**config.mk**
```make
export PLATFORM = sky130hd
export DESIGN_NAME = uart_capture_monitor
export DESIGN_NICKNAME = d
export VERILOG_FILES = /design/src/rtl/uart_capture_monitor.sv
export SDC_FILE = /design/constraint.sdc
export NUM_CORES = 1
export LEC_CHECK = 0
export CAP_MARGIN = 20
export CORE_MARGIN = 3
export CORE_UTILIZATION = 47
export CTS_CLUSTER_DIAMETER = 30
export DETAILED_ROUTE_END_ITERATION = 7
export PLACE_DENSITY = 0.74
export SYNTH_ARGS = -nofsm -noshare
export SYNTH_HDL_FRONTEND = slang
export SYNTH_SLANG_ARGS = --single-unit
export TNS_END_PERCENT = 1
```
**constraint.sdc**
```tcl
create_clock -name clk -period 4.2 [get_ports clk]
set_input_delay 1.05 -clock clk [delete_from_list [all_inputs] [get_ports clk]]
set_output_delay 1.05 -clock clk [all_outputs]
set_load 0.05 [all_outputs]
```
**src/rtl/uart_capture_monitor.sv**
```systemverilog
// UART pin capture: 2-flop sync, start/data/parity/stop deframing, and a FIFO of
// {perr, ferr, data} entries behind valid/ready. Dropped characters set a sticky overflow.
module uart_capture_monitor #(
  parameter int CLK_FREQ_HZ = 50000000,
  parameter int BAUD        = 115200,
  parameter int DATA_BITS   = 8,
  parameter int PARITY      = 0,
  parameter int STOP_BITS   = 1,
  parameter int FIFO_DEPTH  = 16
) (
  input  logic                        clk,
  input  logic                        rst_n,
  input  logic                        rx_i,
  output logic [DATA_BITS-1:0]        data_o,
  output logic                        perr_o,
  output logic                        ferr_o,
  output logic                        valid_o,
  input  logic                        ready_i,
  output logic [$clog2(FIFO_DEPTH):0] count_o,
  output logic                        overflow_o,
  output logic                        busy_o
);
  localparam int DIV = CLK_FREQ_HZ / BAUD;
  localparam int CW  = $clog2(DIV);
  localparam int AW  = $clog2(FIFO_DEPTH);
  localparam int EW  = DATA_BITS + 2;

  typedef enum logic [2:0] {IDLE, START, DATA, PAR, STOP} state_t;

  state_t               state;
  logic                 rx_meta, rxs, prev_hi;
  logic [1:0]           sync_ok;
  logic [CW-1:0]        cnt;
  logic [3:0]           bitcnt;
  logic [DATA_BITS-1:0] shreg;
  logic                 perr, ferr, busy, push, par_exp;
  logic [EW-1:0]        push_ent;

  // prev_hi stays low until the synchroniser holds real line samples, so a line
  // that is already low when reset is released cannot look like a start edge.
  always_ff @(posedge clk or negedge rst_n) begin
    if (!rst_n) begin
      rx_meta <= 1'b1;
      rxs     <= 1'b1;
      sync_ok <= '0;
      prev_hi <= 1'b0;
    end else begin
      rx_meta <= rx_i;
      rxs     <= rx_meta;
      sync_ok <= {sync_ok[0], 1'b1};
      prev_hi <= sync_ok[1] & rxs;
    end
  end

  assign par_exp = (^shreg) ^ (PARITY == 1);

  always_ff @(posedge clk or negedge rst_n) begin
    if (!rst_n) begin
      state    <= IDLE;
      cnt      <= '0;
      bitcnt   <= '0;
      shreg    <= '0;
      perr     <= 1'b0;
      ferr     <= 1'b0;
      busy     <= 1'b0;
      push     <= 1'b0;
      push_ent <= '0;
    end else begin
      push <= 1'b0;
      case (state)
        IDLE: begin
          if (prev_hi && !rxs) begin
            state <= START;
            busy  <= 1'b1;
            cnt   <= CW'(DIV/2 - 1);
            perr  <= 1'b0;
            ferr  <= 1'b0;
          end
        end
        START: begin
          if (cnt != '0) cnt <= cnt - CW'(1);
          else if (!rxs) begin
            state  <= DATA;
            cnt    <= CW'(DIV - 1);
            bitcnt <= '0;
          end else begin
            state <= IDLE;
            busy  <= 1'b0;
          end
        end
        DATA: begin
          if (cnt != '0) cnt <= cnt - CW'(1);
          else begin
            cnt   <= CW'(DIV - 1);
            shreg <= {rxs, shreg[DATA_BITS-1:1]};
            if (bitcnt == 4'(DATA_BITS - 1)) begin
              bitcnt <= '0;
              state  <= (PARITY != 0) ? PAR : STOP;
            end else begin
              bitcnt <= bitcnt + 4'd1;
            end
          end
        end
        PAR: begin
          if (cnt != '0) cnt <= cnt - CW'(1);
          else begin
            cnt   <= CW'(DIV - 1);
            perr  <= (rxs != par_exp);
            state <= STOP;
          end
        end
        STOP: begin
          if (cnt != '0) cnt <= cnt - CW'(1);
          else if (bitcnt == 4'(STOP_BITS - 1)) begin
            push     <= 1'b1;
            push_ent <= {perr, ferr | ~rxs, shreg};
            state    <= IDLE;
            busy     <= 1'b0;
            bitcnt   <= '0;
          end else begin
            ferr   <= ferr | ~rxs;
            bitcnt <= bitcnt + 4'd1;
            cnt    <= CW'(DIV - 1);
          end
        end
        default: begin
          state <= IDLE;
          busy  <= 1'b0;
        end
      endcase
    end
  end

  assign busy_o = busy;

  logic [EW-1:0] mem [FIFO_DEPTH];
  logic [AW:0]   wptr, rptr;
  logic [EW-1:0] hold, head;
  logic          full, pop, wr, ovf;

  assign count_o = wptr - rptr;
  assign valid_o = (wptr != rptr);
  assign full    = (count_o == (AW+1)'(FIFO_DEPTH));
  assign pop     = valid_o && ready_i;
  assign wr      = push && (!full || pop);
  // With the FIFO empty the head shows the last entry popped.
  assign head    = valid_o ? mem[rptr[AW-1:0]] : hold;
  assign {perr_o, ferr_o, data_o} = head;
  assign overflow_o = ovf;

  always_ff @(posedge clk) begin
    if (wr) mem[wptr[AW-1:0]] <= push_ent;
  end

  always_ff @(posedge clk or negedge rst_n) begin
    if (!rst_n) begin
      wptr <= '0;
      rptr <= '0;
      hold <= '0;
      ovf  <= 1'b0;
    end else begin
      if (wr) wptr <= wptr + (AW+1)'(1);
      if (pop) begin
        rptr <= rptr + (AW+1)'(1);
        hold <= head;
      end
      if (push && !wr) ovf <= 1'b1;
    end
  end
endmodule

```
==> flow_metrics.tcl <==
set metrics [dict create \
    root_buffer "clkbuf_16" \
    gp_congestion 0.7718 \
    maxSlewViolCount 0 \
    crit_top_cell "buf_12" \
    area_growth_pct 22.18 \
    ios 22 \
    first_pass_iters 5 \
    synth-edff-count 160 \
    cap_violations 0 \
    wire_per_inst_um 19.28 \
    power_uw 8254 \
    critPathCaptureType "output pin" \
    min_period_ps 3995 \
    hold_path.startpoint "sync_ok[0]" \
    yosys_register_bits 224 \
    relSlewSlack_pct 34.29 \
    max_freq_mhz 250.3 \
    core_area_um2 19080 \
    cpPeakStageDelay_ps 780 \
    status "complete, no violations" \
    path_class "register to output pin" \
    grt_pass1_vias 5512 \
    skew_ps 16.26 \
    fp-row-count 50 \
    die_y_um 146.9 \
    first_iter_violations 320 \
    cts_hold_buffers 0 \
    diodes 0 \
    pwr_density_cell_nw_per_um2 724.4 \
    crit_fanout 33 \
    die_area_um2 21570 \
    final_common_cell "edfxtp_1" \
    setup_violations 0 \
    regToRegStartpoint "rptr[1]" \
    worst_setup_path_start_kind "register" \
    cp_cell_sequence "buf_12 > inv_1 > ha_1 > nand4_1 > nor2_1 > buf_4 > o21ai_0 > buf_12" \
    synth_nets 591 \
    p_leak_uw 0.004314 \
    rsz0062_at_grt "false" \
    hold_class "register to register" \
    cts.path.max_buffers 3 \
    synthArstFlopShare_pct 28.57 \
    timing.final.crit_share_pct 95.12 \
    cts-resized-gates 0 \
    htree_num_levels 2 \
    crit_arrival_ps 2950 \
    initial_core_util_pct 48.88 \
    vdd_drop_max_v 0.0004047 \
    ant_nets 0 \
    hpwl_mm 11.35 \
    worstSetupStartpoint "rptr[1]" \
    fp.dieW_um 146.9 \
    ys_seq_area_share_pct 68.71 \
    syn_inst 574 \
    syn_avg_cell_area_um2 16.25 \
    antenna_found_initial 0 \
    drive_above_1_share_pct 26.06 \
    worst_slew_pin_slew_ps 985.6 \
    cts_setup_buffers 0 \
    synth_warnings 0 \
    totalWireLength_mm 17.74 \
    num-nets-final 647 \
    globalRouteTotalUtil_pct 17.25 \
    viasPerCell 5.612 \
    portBuffers 21 \
    numCtsBuffers 39 \
    vias 5163 \
    ys_types 58 \
    clkTransAtPathRegs_ps 50 \
    fillers 1388 \
    syn-cell-area_um2 9326 \
    hold_viol_final 0 \
    cts.sinks 224 \
    setup-tns-final_ps 0 \
    drc 0 \
    final_cell_mix "160 x edfxtp_1, 61 x dfrtp_1, 41 x clkbuf_16" \
    clk_latency_ps 500 \
    overflow 0 \
    ys.flop_type "edfxtp_1" \
    cts_tree "yes" \
    grt_max_degree 40 \
    slowest_stage "dfrtp_1" \
    grt_first_pass_wirelength_mm 29.64 \
    crit_required_ps 3150 \
]
[cell usage after synthesis (8+ instances only)]
cell type	count	area, µm²
nor2_1	20	75.07
mux2_2	12	135.1
inv_1	21	78.83
clkbuf_1	15	56.30
mux4_2	40	900.9
buf_2	8	40.04
a22o_1	10	87.58
nand2_1	39	146.4
edfxtp_1	160	4805
a221oi_1	10	87.58
xnor2_1	16	140.1
dfrtp_1	62	1551
ha_1	12	150.1
o21ai_0	33	165.2
nor3_1	17	85.08
[critical path: cells and delay by family (launching register included)]
family                   cells  cell delay, ps
buffers and inverters        4             800
flip-flops                   1             780
AO/OA/AOI/OAI                1             380
adder cells (fa/ha/maj)      1             290
AND/OR/NAND/NOR              2             150
[area by class of cell]
class                   count  area (µm²)  share of cell area, %
clock buffers              45        1051                  9.224
clock inverters            26       295.3                  2.591
inverters                  21       78.83                 0.6918
multi-input cells         301        2724                  23.90
flip-flops and latches    224        6410                  56.25
well taps                 260       325.3                  2.855
repair buffers             43       510.5                  4.480
[layer usage]
layer | GRT usage (%) | vias up | wire length (µm)
met5 | 0 | - | 0
met1 | 21.81 | 2638 | 7270
met4 | 6.256 | 0 | 340
met3 | 4.287 | 31 | 890
met2 | 29.11 | 144 | 9237
li1 | - | 2350 | -
[where the power goes]
part           switching (µW)  total (µW)  internal (µW)
Sequential                147        2610           2470
Clock                    1110        3190           2080
Combinational            1370        2450           1080
[cell families after synthesis]
family | count (synthesis) | share of synthesized area [%]
other cells | 1 | 0.04021
buf+inv | 49 | 2.281
compound gates | 90 | 6.506
simple gates | 116 | 6.319
mux | 60 | 12.34
fa+ha+maj | 13 | 1.824
flops | 224 | 68.71
xor+xnor | 21 | 1.972
[metrics by stage]
| stage | hold WS, ps | worst slack, ps | area, µm² | std cells | util (%) |
|---|---|---|---|---|---|
| 6_report | 352.8 | 205.0 | 11390 | 920 | 59.72 |
| 5_1_grt | 361.3 | 15.50 | 11390 | 920 | 59.72 |
| 4_1_cts | 358.0 | 171.8 | 11390 | 920 | 59.72 |
| 3_5_place_dp | 346.9 | 734.7 | 10050 | 849 | 52.66 |
| 3_3_place_gp | 335.0 | 821.2 | 10030 | 848 | 52.56 |
| 2_1_floorplan | 331.2 | -140.6 | 9326 | 574 | - |
[path summary, 6_finish.rpt]
| kind | slack (ps) | cells past startpoint | endpoint |
|---|---|---|---|
| max | 200 | 8 | ferr_o |
| min | 350 | 0 | sync_ok[1] |
| max reg2reg | 660 | 8 | mem[15][7] |
| min reg2reg | 350 | 0 | sync_ok[1] |
| max in group asynchronous | 2920 | 3 | rx_meta |
| min in group asynchronous | 420 | 1 | hold[9] |
[sequential cells by signal, summed over array words and instances, names as in the netlist]
signal and flops:
mem 160, hold 10, push_ent 10, cnt 9, shreg 8, rptr 5
wptr 5, bitcnt 4, state 3, sync_ok 2, busy_o 1, ferr 1
overflow_o 1, perr 1, prev_hi 1, push 1, rx_meta 1, rxs 1
Note: power is estimated with default switching activity, not from simulation.
